[src/rtl/ctrl_seq_decoder.sv]
// Clocked control decoder: registered mode prefix, RUN/HALT sequencing with a sticky Ack,
// and one-cycle illegal-encoding flag. Datapath controls stay combinational for zero latency.
module ctrl_seq_decoder #(
  parameter int IW     = 9,
  parameter int MW     = 2,
  parameter int STICKY = 1,
  parameter int OPW    = 4
) (
  input  logic           Clk,
  input  logic           Reset,
  input  logic [IW-1:0]  Instruction,
  input  logic           InstrValid,
  output logic           MemWrite,
  output logic           BranchEn,
  output logic           ALUSrc,
  output logic           RegWrite,
  output logic           NextLFSR,
  output logic           RegOut1,
  output logic           RegOut2,
  output logic [1:0]     MemToReg,
  output logic [1:0]     RegDest,
  output logic [OPW-1:0] ALUOp,
  output logic [MW-1:0]  Mode,
  output logic           Ack,
  output logic           IllegalOp
);

  localparam logic [2:0] OP_MAX_DEC = 3'b100;
  localparam logic [2:0] OP_ILLEGAL = 3'b101;
  localparam logic [2:0] OP_SETMODE = 3'b110;
  localparam logic [2:0] OP_HALT    = 3'b111;

  typedef enum logic {
    S_RUN  = 1'b0,
    S_HALT = 1'b1
  } state_t;

  typedef struct packed {
    logic       mem_write;
    logic       branch_en;
    logic       alu_src;
    logic       reg_write;
    logic       next_lfsr;
    logic       reg_out1;
    logic       reg_out2;
    logic [1:0] mem_to_reg;
    logic [1:0] reg_dest;
    logic [3:0] alu_op;
  } ctrl_t;

  state_t        state_q, state_d;
  logic [MW-1:0] mode_q, mode_d;
  logic          illegal_q, illegal_d;

  logic [2:0]    opcode;
  logic [1:0]    mode_lo;
  logic          mode_hi_set;
  logic          active;
  logic          illegal_enc;
  logic          decode_en;
  ctrl_t         ctrl_raw;
  ctrl_t         ctrl;
  logic          unused_instr;

  // Truth table for the defined opcodes; anything not listed decodes to all-zero.
  function automatic ctrl_t decode(input logic [2:0] op, input logic [1:0] md);
    ctrl_t c;
    c = '0;
    case (op)
      3'b000: begin
        case (md)
          2'b00: begin
            c.mem_to_reg = 2'b01;
            c.alu_src    = 1'b1;
            c.reg_write  = 1'b1;
            c.alu_op     = 4'd0;
          end
          2'b01: begin
            c.mem_write = 1'b1;
            c.alu_src   = 1'b1;
          end
          2'b10: begin
            c.reg_write = 1'b1;
            c.alu_op    = 4'd0;
          end
          default: begin
            c.reg_write = 1'b1;
            c.alu_op    = 4'd1;
          end
        endcase
      end
      3'b001: begin
        c.alu_src   = 1'b1;
        c.reg_write = 1'b1;
        case (md)
          2'b00:   c.alu_op = 4'd2;
          2'b01:   c.alu_op = 4'd3;
          default: c.alu_op = 4'd4;
        endcase
        if (md == 2'b11) begin
          c.mem_to_reg = 2'b11;
          c.reg_dest   = 2'b01;
        end
      end
      3'b010: begin
        c.reg_write = (md != 2'b01);
        c.next_lfsr = (md == 2'b01);
        c.reg_out1  = (md == 2'b00);
        c.alu_op    = (md == 2'b11) ? 4'd6 : 4'd5;
      end
      3'b011: begin
        case (md)
          2'b00: begin
            c.reg_write = 1'b1;
            c.alu_op    = 4'd7;
          end
          2'b01: begin
            c.reg_write  = 1'b1;
            c.mem_to_reg = 2'b10;
            c.reg_dest   = 2'b10;
            c.alu_op     = 4'd7;
          end
          2'b10: begin
            c.branch_en = 1'b1;
            c.alu_op    = 4'd8;
          end
          default: begin
            c.branch_en = 1'b1;
            c.alu_op    = 4'd9;
          end
        endcase
      end
      3'b100: begin
        case (md)
          2'b00: begin
            c.reg_write = 1'b1;
            c.reg_out2  = 1'b1;
            c.alu_op    = 4'd10;
          end
          2'b01: begin
            c.branch_en = 1'b1;
            c.alu_op    = 4'd11;
          end
          default: c.alu_op = 4'd11;
        endcase
      end
      default: c = '0;
    endcase
    return c;
  endfunction

  assign opcode       = Instruction[IW-1:IW-3];
  assign mode_lo      = mode_q[1:0];
  assign mode_hi_set  = (mode_q >> 2) != '0;
  assign unused_instr = ^Instruction;

  // An instruction only counts when it is present, the sequencer runs and reset is idle.
  assign active      = InstrValid && (state_q == S_RUN) && !Reset;
  assign illegal_enc = (opcode == OP_ILLEGAL) || ((opcode <= OP_MAX_DEC) && mode_hi_set);
  assign decode_en   = active && !illegal_enc;

  always_comb begin
    ctrl_raw = decode(opcode, mode_lo);
    ctrl     = decode_en ? ctrl_raw : '0;
  end

  assign MemWrite  = ctrl.mem_write;
  assign BranchEn  = ctrl.branch_en;
  assign ALUSrc    = ctrl.alu_src;
  assign RegWrite  = ctrl.reg_write;
  assign NextLFSR  = ctrl.next_lfsr;
  assign RegOut1   = ctrl.reg_out1;
  assign RegOut2   = ctrl.reg_out2;
  assign MemToReg  = ctrl.mem_to_reg;
  assign RegDest   = ctrl.reg_dest;
  assign ALUOp     = OPW'(ctrl.alu_op);

  // SETMODE takes priority over the one-shot clear; illegal encodings still consume the mode.
  always_comb begin
    state_d   = state_q;
    mode_d    = mode_q;
    illegal_d = active && illegal_enc;
    if (active) begin
      if (opcode == OP_SETMODE) begin
        mode_d = Instruction[MW-1:0];
      end else if (STICKY == 0) begin
        mode_d = '0;
      end
      if (opcode == OP_HALT) begin
        state_d = S_HALT;
      end
    end
  end

  always_ff @(posedge Clk) begin
    if (Reset) begin
      state_q   <= S_RUN;
      mode_q    <= '0;
      illegal_q <= 1'b0;
    end else begin
      state_q   <= state_d;
      mode_q    <= mode_d;
      illegal_q <= illegal_d;
    end
  end

  assign Mode      = mode_q;
  assign Ack       = (state_q == S_HALT);
  assign IllegalOp = illegal_q;

endmodule

[config.mk]
export PLATFORM = sky130hd
export DESIGN_NAME = ctrl_seq_decoder
export DESIGN_NICKNAME = d
export VERILOG_FILES = /design/src/rtl/ctrl_seq_decoder.sv
export SDC_FILE = /design/constraint.sdc
export NUM_CORES = 1
export LEC_CHECK = 0
export CAP_MARGIN = 20
export CORE_MARGIN = 3
export CORE_UTILIZATION = 30
export DETAILED_ROUTE_END_ITERATION = 6
export PLACE_DENSITY_LB_ADDON = 0.12
export RECOVER_POWER = 25
export SLEW_MARGIN = 5
export SYNTH_ARGS = -nofsm -noshare
export SYNTH_HDL_FRONTEND = slang
export SYNTH_SLANG_ARGS = --single-unit
export TNS_END_PERCENT = 100
[constraint.sdc]
create_clock -name Clk -period 1.3 [get_ports Clk]
set_input_delay 0.195 -clock Clk [delete_from_list [all_inputs] [get_ports Clk]]
set_output_delay 0.195 -clock Clk [all_outputs]
set_load 0.01 [all_outputs]
* Word-level counts from Yosys, hierarchy flattened
Cells that the tools add are included.
** Storage, ports and cells
- Output and inout bits :: 19
- Bits of input ports :: 12
- Register bits :: 4
- Word-level logic and storage cells :: 50
** Cells by class
- Bitwise gates (word level) :: 1
- Equal/unequal tests :: 11
- Reductions and logical operators :: 12
- Mux-type cells :: 23
** Operators with widths (number)
- one-hot mux 4 bit (5 select lines) :: 1
- 2-to-1 mux 15 bit :: 1
- == test 3 bit, second input constant :: 4
- 2-to-1 mux 1 bit :: 10
- 2-to-1 mux 4 bit :: 2
- one-hot mux 4 bit (2 select lines) :: 1
- == test 3 x 2 -> 1 bit, second input constant :: 2
- one-hot mux 2 bit (3 select lines) :: 1
- one-hot mux 3 bit (2 select lines) :: 1
- one-hot mux 1 bit (5 select lines) :: 1
- == test 2 bit, second input constant :: 2
- logical AND 1 bit :: 4
- 2-to-1 mux 2 bit :: 2
- one-hot mux 1 bit (2 select lines) :: 2
- one-hot mux 2 bit (2 select lines) :: 1
- AND reduction 2 bit :: 2
- == test 3 x 1 -> 1 bit, second input constant :: 1
- logical NOT 3 bit :: 1
- OR reduction 3 bit :: 1
- == test 2 x 1 -> 1 bit, second input constant :: 1
- logical NOT 1 bit :: 2
- logical NOT 2 bit :: 1
- inequality test 2 x 1 -> 1 bit, second input constant :: 1
- OR reduction 2 bit :: 1
- inverter 1 bit :: 1

* Logic depth before layout (Yosys ltp)
Gate-level depths: netlist of the first run.
- Depth in word-level cells :: 5
- Mapped depth :: 5
- Depth with buffers taken out :: 3

* Worst setup path after synthesis of the first run
No wires, ideal clock.
- Path type :: reg-to-output
- Start point :: register state_q (netlist: Ack)
- End point :: output RegOut2
- Stages on the path, launching flop included :: 4
- Data required time :: 1105 ps
- Setup slack :: -219 ps
- Path buffers :: 1
- Arrival time :: 1324 ps
- Cells stage by stage :: dfxtp_1 -> or3b_1 -> buf_2 -> nor4_1
** Between the ends
- Longest elaborated chain between the ends :: 5
** RTL lines
- start, declared :: line 51 : state_t state_q, state_d;
- start signal, assigned :: line 201 : state_q <= state_d;
- inverter 1 bit :: line 158 : assign active = InstrValid && (state_q == S_RUN) && !Reset;
- logical AND 1 bit (2 in series) :: line 158
- logical AND 1 bit :: line 160 : assign decode_en = active && !illegal_enc;
- 2-to-1 mux 15 bit :: line 164 : ctrl = decode_en ? ctrl_raw : '0;
- end, declared :: line 19 : output logic RegOut2,
Every way passes these cells.

* Final worst setup path of the first run
- Start point :: register state_q (netlist: Ack)
- End point :: output RegDest[1]
** Between the ends
- Longest elaborated chain between the ends :: 5
** RTL lines
- inverter 1 bit :: line 158
- logical AND 1 bit (2 in series) :: line 158
- logical AND 1 bit :: line 160
- 2-to-1 mux 15 bit :: line 164
- end, declared :: line 21 : output logic [1:0] RegDest,
Every way passes these cells.

==> impl_metrics.sql, run 1 <==
INSERT INTO impl_metrics (metric_group, metric, value, unit) VALUES
('run_status', 'status', 'finished with violations', ''),
('run_status', 'failed_checks', 'setup timing', ''),
('floorplan', 'die_area', '2031', 'µm²'),
('grt', 'wire_length_of_the_first_global_routing_pass', '2829', 'µm'),
('power', 'switching_share', '31.27', '%'),
('placement', 'post_dp_cell_area', '935.9', 'µm²'),
('placement', 'placed_cells', '126', ''),
('grt', 'antenna_found_initial', '0', ''),
('clocking', 'numCtsBuffers', '3', ''),
('placement', 'place.detailed.hpwl', '1276', 'µm'),
('clocking', 'cts_max_level', '1', ''),
('finish', 'final_layout_size_suffix_gt1_share', '61.67', '%'),
('timing', 'finalCriticalPeriod', '1.804', 'ns'),
('drt', 'routedWlPerCell', '13.52', 'µm'),
('finish', 'finish.cell_count_without_fillers', '135', ''),
('grt', 'grt_max_degree', '11', ''),
('power', 'cellPowerDensity', '478.2', 'nW/µm²'),
('critical_path', 'startpoint_type', 'register', ''),
('floorplan', 'core_area', '1366', 'µm²'),
('drt', 'drt_pass_1_iters', '4', ''),
('placement', 'gpl.final_weighted_congestion', '0.8533', ''),
('finish', 'fill_cells', '111', ''),
('drt', 'via_per_inst', '5.141', ''),
('drt', 'num_vias', '694', ''),
('drt', 'wl', '1825', 'µm'),
('finish', 'layout.cells.most_common', 'buf_4', ''),
('clocking', 'cts_sinks', '4', ''),
('yosys', 'synth_warnings', '0', ''),
('clocking', 'clock_path_buffers', '2', ''),
('grt', 'overflow', '0', ''),
('power', 'total_power', '0.4817', 'mW'),
('grt', 'globalRoute.busiestLayer', 'met2', ''),
('placement', 'port_buffers', '26', ''),
('grt', 'grt.total_usage', '18.54', '%'),
('finish', 'nNetsFinal', '134', ''),
('hold_path', 'worstHoldPathType', 'in2reg', ''),
('yosys', 'syn-mean-instance-area', '6.835', 'µm²'),
('timing', 'grt_setup_unrepaired', 'true', ''),
('critical_path', 'worst-endpoint-arrival', '1.61', 'ns'),
('grt', 'grt.met2_usage', '32.77', '%'),
('timing', 'finalMaxSlewViolations', '0', ''),
('timing', 'report.final.setup_viol', '17', ''),
('yosys', 'synth.ff_latch_count', '4', ''),
('clocking', 'insertion_delay', '0.24', 'ns'),
('timing', 'max_slew_margin', '81.43', '%'),
('power', 'leakage', '0.4690', 'nW'),
('floorplan', 'die_height', '45.07', 'µm'),
('timing', 'fin_skew', '0.001273', 'ns'),
('finish', 'multi_input_comb_area', '444.2', 'µm²'),
('yosys', 'syn_nets', '79', ''),
('clocking', 'clock_transition_time_at_the_flip_flop_clock_pins_of_the_worst_setup_and_hold_paths', '0.04', 'ns'),
('drt', 'dr.first_iter.drc_count', '24', ''),
('finish', 'layout.area.seq', '83.83', 'µm²'),
('critical_path', 'worst-path-max-fanout', '4', ''),
('grt', 'grt_pass1_vias', '650', ''),
('power', 'power.sequential.fraction', '26.5', '%'),
('finish', 'layout_common_cells', '24 x buf_4, 17 x buf_2, 6 x dlygate4sd2_1, 6 x buf_6, 5 x a21oi_2', ''),
('finish', 'num_antenna_cells', '0', ''),
('drt', 'ant_nets', '0', ''),
('floorplan', 'floorplan.die.width', '45.07', 'µm'),
('yosys', 'cell_area_synth', '457.9', 'µm²'),
('timing', 'final_critical_path_setup_slack', '-0.5037', 'ns'),
('grt', 'groute.layer.met3.usage', '3.586', '%'),
('grt', 'global_route.usage.met1', '22.67', '%'),
('finish', 'layout-area-overhead-vs-synth', '119.9', '%'),
('finish', 'design_area', '1007', 'µm²'),
('floorplan', 'placementRows', '13', ''),
('timing', 'max_freq', '554.4', 'MHz'),
('power', 'pwr-share-comb', '40.6', '%'),
('power', 'internal_power', '0.3311', 'mW'),
('critical_path', 'worst_setup_path_end_kind', 'output pin', '');
==> metrics by stage <==
step | setup TNS (ns) | setup WS [ns] | util (%)
after floorplan | -1.006 | -0.1818 | -
after global routing | -7.391 | -0.5609 | 73.72
final | -6.314 | -0.5037 | 73.72
after detailed placement | -15.51 | -1.098 | 68.50
after global placement | -15.01 | -1.067 | 68.50
after CTS | -6.621 | -0.5453 | 70.60
==> area by class of cell <==
type	instances	area share [%]
multi-input cells	53	44.10
repair buffers	57	42.36
flip-flops and latches	4	8.323
clock buffers	3	2.236
well taps	15	1.863
inverters	3	1.118
==> flip-flops by register name (all words and copies together) (netlist names) <==
register and cells:
IllegalOp 1, Ack 1, Mode 2
==> cell families (layout without fill, tap and decap cells) <==
group	Yosys count	in the layout	share of synthesized area [%]
xor gates and xnor gates	2	2	3.826
and+or+nand+nor	31	31	41.80
buffers and inverters	10	63	8.741
DFF	4	4	17.49
adders and majority gates	1	1	2.186
AOI/OAI and AO/OA	19	19	25.96
==> cells in the mapped netlist <==
cell      instances  area [µm²]
a211oi_1          1       7.510
a21o_1            2       15.01
a21oi_1           8       40.04
a22o_1            2       17.52
a41oi_1           1       8.760
and4_1            1       8.760
buf_1             1       3.750
buf_2             2       10.01
clkbuf_1          4       15.01
dfxtp_1           4       80.08
inv_1             3       11.26
maj3_1            1       10.01
nand2_1           3       11.26
nand2b_1          2       12.51
nand3_1           4       20.02
nand4_1           2       12.51
nand4b_1          1       8.760
nor2_1            4       15.01
nor2b_1           1       6.260
nor3_1            3       15.01
nor3_2            2       20.02
nor4_1            1       6.260
nor4b_2           1       15.01
o21ai_0           3       15.01
o31ai_1           2       15.01
or3_1             5       31.28
or3b_1            1       8.760
xnor2_1           1       8.760
xor2_1            1       8.760
==> metal layers <==
| metal | up-vias | part of all wire, % |
|---|---|---|
| met5 | - | 0 |
| met4 | 0 | 0 |
| met3 | 0 | 5.3 |
| met2 | 21 | 53 |
| met1 | 318 | 41 |
| li1 | 355 | - |
==> final timing paths <==
kind	from	slack, ns	to	depth (start not counted)
worst min register to register	Mode[0]	0.62	Mode[0]	3
worst max register to register	Ack	-0.05	Mode[1]	5
worst max-delay path	Ack	-0.50	RegDest[1]	4
worst min-delay path	Reset	0.38	Mode[0]	3
==> worst max-delay path, cell delays in order, from the launching register on <==
cell and delay, ns:
dfxtp_2 0.31, or3b_4 0.40, or3_4 0.40, nor3_2 0.11
buf_2 0.15
==> power groups by stage <==
stage	clock network (mW)	logic, mW	registers (mW)
floorplan	0	0.0691	0.131
global placement	0	0.166	0.130
detailed placement	0	0.168	0.129
CTS	0.163	0.178	0.128
global route	0.176	0.210	0.128
finish	0.158	0.196	0.128
==> what timing repair did <==
action	4_1_cts	5_1_grt
pin swaps	7	13
setup endpoints to repair	20	17
buffers inserted	3	3
gates cloned	1	0
resized for setup	84	11
(Power assumes the default switching activity.)
==> run 2, diff against run 1 <==
- MAX_ROUTING_LAYER: unset -> met4
- PLACE_DENSITY: unset -> 0.72
- PLACE_DENSITY_LB_ADDON: 0.12 -> unset
==> impl_metrics.sql, run 2 (synthesis gave the netlist of run 1 again) <==
INSERT INTO impl_metrics (metric_group, metric, value, unit) VALUES
('run_status', 'status', 'finished with violations', ''),
('drt', 'routedWlPerCell', '15.84', 'µm'),
('floorplan', 'floorplan.die.width', '45.07', 'µm'),
('critical_path', 'cp_slowest_stage_delay', '0.43', 'ns'),
('drt', 'via_per_inst', '5.639', ''),
('critical_path', 'timing.critical_path.slowest_stage_cell', 'or3b_4', ''),
('finish', 'fill_cells', '104', ''),
('power', 'vdd_ir_drop_max', '0.5112', 'mV'),
('timing', 'max_slew_margin', '80.70', '%'),
('timing', 'tns', '-6.825', 'ns'),
('hold_path', 'worstHoldPathType', 'in2reg', ''),
('grt', 'overflow', '0', ''),
('drt', 'drt_pass_1_iters', '4', ''),
('drt', 'num_vias', '750', ''),
('clocking', 'cts_max_level', '1', ''),
('grt', 'grt_max_degree', '9', ''),
('critical_path', 'worst_setup_path_end_kind', 'output pin', ''),
('timing', 'grt_setup_unrepaired', 'true', ''),
('clocking', 'clock_path_buffers', '2', ''),
('finish', 'final_layout_size_suffix_gt1_share', '60.17', '%'),
('finish', 'largest_reg_flops', '2', ''),
('drt', 'ant_nets', '0', ''),
('timing', 'finalCriticalPeriod', '1.809', 'ns'),
('critical_path', 'crit_buf_inv', '1', ''),
('finish', 'num_antenna_cells', '0', ''),
('grt', 'antenna_found_initial', '0', ''),
('timing', 'fin_skew', '0.007314', 'ns'),
('floorplan', 'core_area', '1366', 'µm²'),
('floorplan', 'placementRows', '13', ''),
('critical_path', 'worst-endpoint-arrival', '1.61', 'ns'),
('floorplan', 'die_height', '45.07', 'µm'),
('critical_path', 'worst-path-max-fanout', '3', ''),
('timing', 'fin_crit_sh', '139.2', '%'),
('critical_path', 'timing.reg2reg.setup_slack', '-0.32', 'ns'),
('drt', 'dr.first_iter.drc_count', '21', ''),
('power', 'leakage', '0.4629', 'nW'),
('finish', 'layout_common_cells', '22 x buf_4, 15 x buf_2, 7 x dlygate4sd2_1, 6 x buf_6, 5 x a21oi_2', ''),
('finish', 'nNetsFinal', '132', ''),
('drt', 'route.detailed.drc', '0', ''),
('timing', 'report.final.setup_viol', '18', ''),
('grt', 'wire_length_of_the_first_global_routing_pass', '3208', 'µm'),
('run_status', 'failed_checks', 'setup timing', ''),
('critical_path', 'path_cells', 'or3b_4 > or3_4 > a21oi_2 > buf_2', ''),
('placement', 'gpl.final_weighted_congestion', '0.7876', ''),
('timing', 'worst_pin_slew', '0.2883', 'ns'),
('floorplan', 'die_area', '2031', 'µm²'),
('finish', 'layout.cells.most_common', 'buf_4', ''),
('timing', 'max_freq', '552.7', 'MHz'),
('clocking', 'numCtsBuffers', '3', ''),
('critical_path', 'worst_ep_required_time', '1.11', 'ns'),
('timing', 'finalMaxSlewViolations', '0', ''),
('critical_path', 'startpoint_type', 'register', ''),
('job', 'maxCapViolCount', '0', ''),
('drt', 'wl', '2107', 'µm'),
('grt', 'grt_pass1_vias', '730', ''),
('finish', 'layout-area-overhead-vs-synth', '124.3', '%'),
('timing', 'hold_viol', '0', ''),
('power', 'cellPowerDensity', '484.9', 'nW/µm²'),
('grt', 'grt.total_usage', '22.34', '%'),
('critical_path', 'critical_path.top_delay_family', 'simple AND/OR/NAND/NOR gates', ''),
('critical_path', 'path_class', 'reg2out', ''),
('placement', 'place.detailed.hpwl', '1336', 'µm'),
('power', 'total_power', '0.4981', 'mW'),
('clocking', 'clk_root_buffer_cell', 'clkbuf_4', ''),
('clocking', 'insertion_delay', '0.24', 'ns'),
('clocking', 'clock_transition_time_at_the_flip_flop_clock_pins_of_the_worst_setup_and_hold_paths', '0.04', 'ns'),
('floorplan', 'floorplan.initialDensity', '33.52', '%'),
('floorplan', 'pin_count', '31', ''),
('clocking', 'cts_tree', 'done', ''),
('timing', 'final_critical_path_setup_slack', '-0.5094', 'ns'),
('placement', 'port_buffers', '26', ''),
('clocking', 'cts_sinks', '4', '');
==> run 2: timing repair <==
item,in CTS,in global routing
pin swaps,12,6
endpoints found under the setup margin,20,20
hold buffers,0,0
resized for setup,89,9
setup buffers,5,3
==> run 2: layer usage <==
layer | wire [µm] | GRT usage, %
met5 | 0 | -
met4 | 17 | 7.602
met3 | 146 | 3.984
met2 | 1076 | 39.27
met1 | 867 | 25.06
==> run 2: power breakdown <==
part | total (mW) | switching, mW | internal (mW)
Combinational | 0.208 | 0.104 | 0.104
Clock | 0.162 | 0.0580 | 0.104
Sequential | 0.128 | 0.00201 | 0.126
==> run 2: worst min-delay path, cell delays in order <==
cell           delay, ns
dlygate4sd2_1       0.21
buf_4               0.15
a21oi_1             0.04
==> run 2: stage by stage <==
stage | setup slack [ns] | instance area [µm²] | hold WS (ns) | std cells | util (%)
after detailed placement | -1.085 | 920.9 | 0.6177 | 124 | 67.40
after CTS | -0.5389 | 987.2 | 0.3964 | 132 | 72.25
after global placement | -1.051 | 920.9 | 0.5677 | 124 | 67.40
after floorplan | -0.1818 | 503.0 | 0.2567 | 67 | -
after global routing | -0.5636 | 1027 | 0.4054 | 133 | 75.18
final | -0.5094 | 1027 | 0.4049 | 133 | 75.18
==> run 2: final timing paths <==
path,to,start,cells after the start
setup / recovery,ALUSrc,Ack,4
hold reg to reg,Mode[1],Mode[1],3
hold / removal,Mode[1],Reset,3
setup reg to reg,Mode[0],Ack,6
==> run 2: layout make-up <==
type	count	area (µm²)	area share (%)
timing repair buffer	55	424.2	41.29
sequential	4	83.83	8.161
clock buffer	3	22.52	2.192
inverter	3	11.26	1.096
multi-input combinational	53	466.7	45.43
tap	15	18.77	1.827
==> run 3, diff against run 2 <==
- ABC_CLOCK_PERIOD_IN_PS: unset -> 1300
==> results of run 3 <==
Final layout, timing and power as in run 2 (identical DEF).
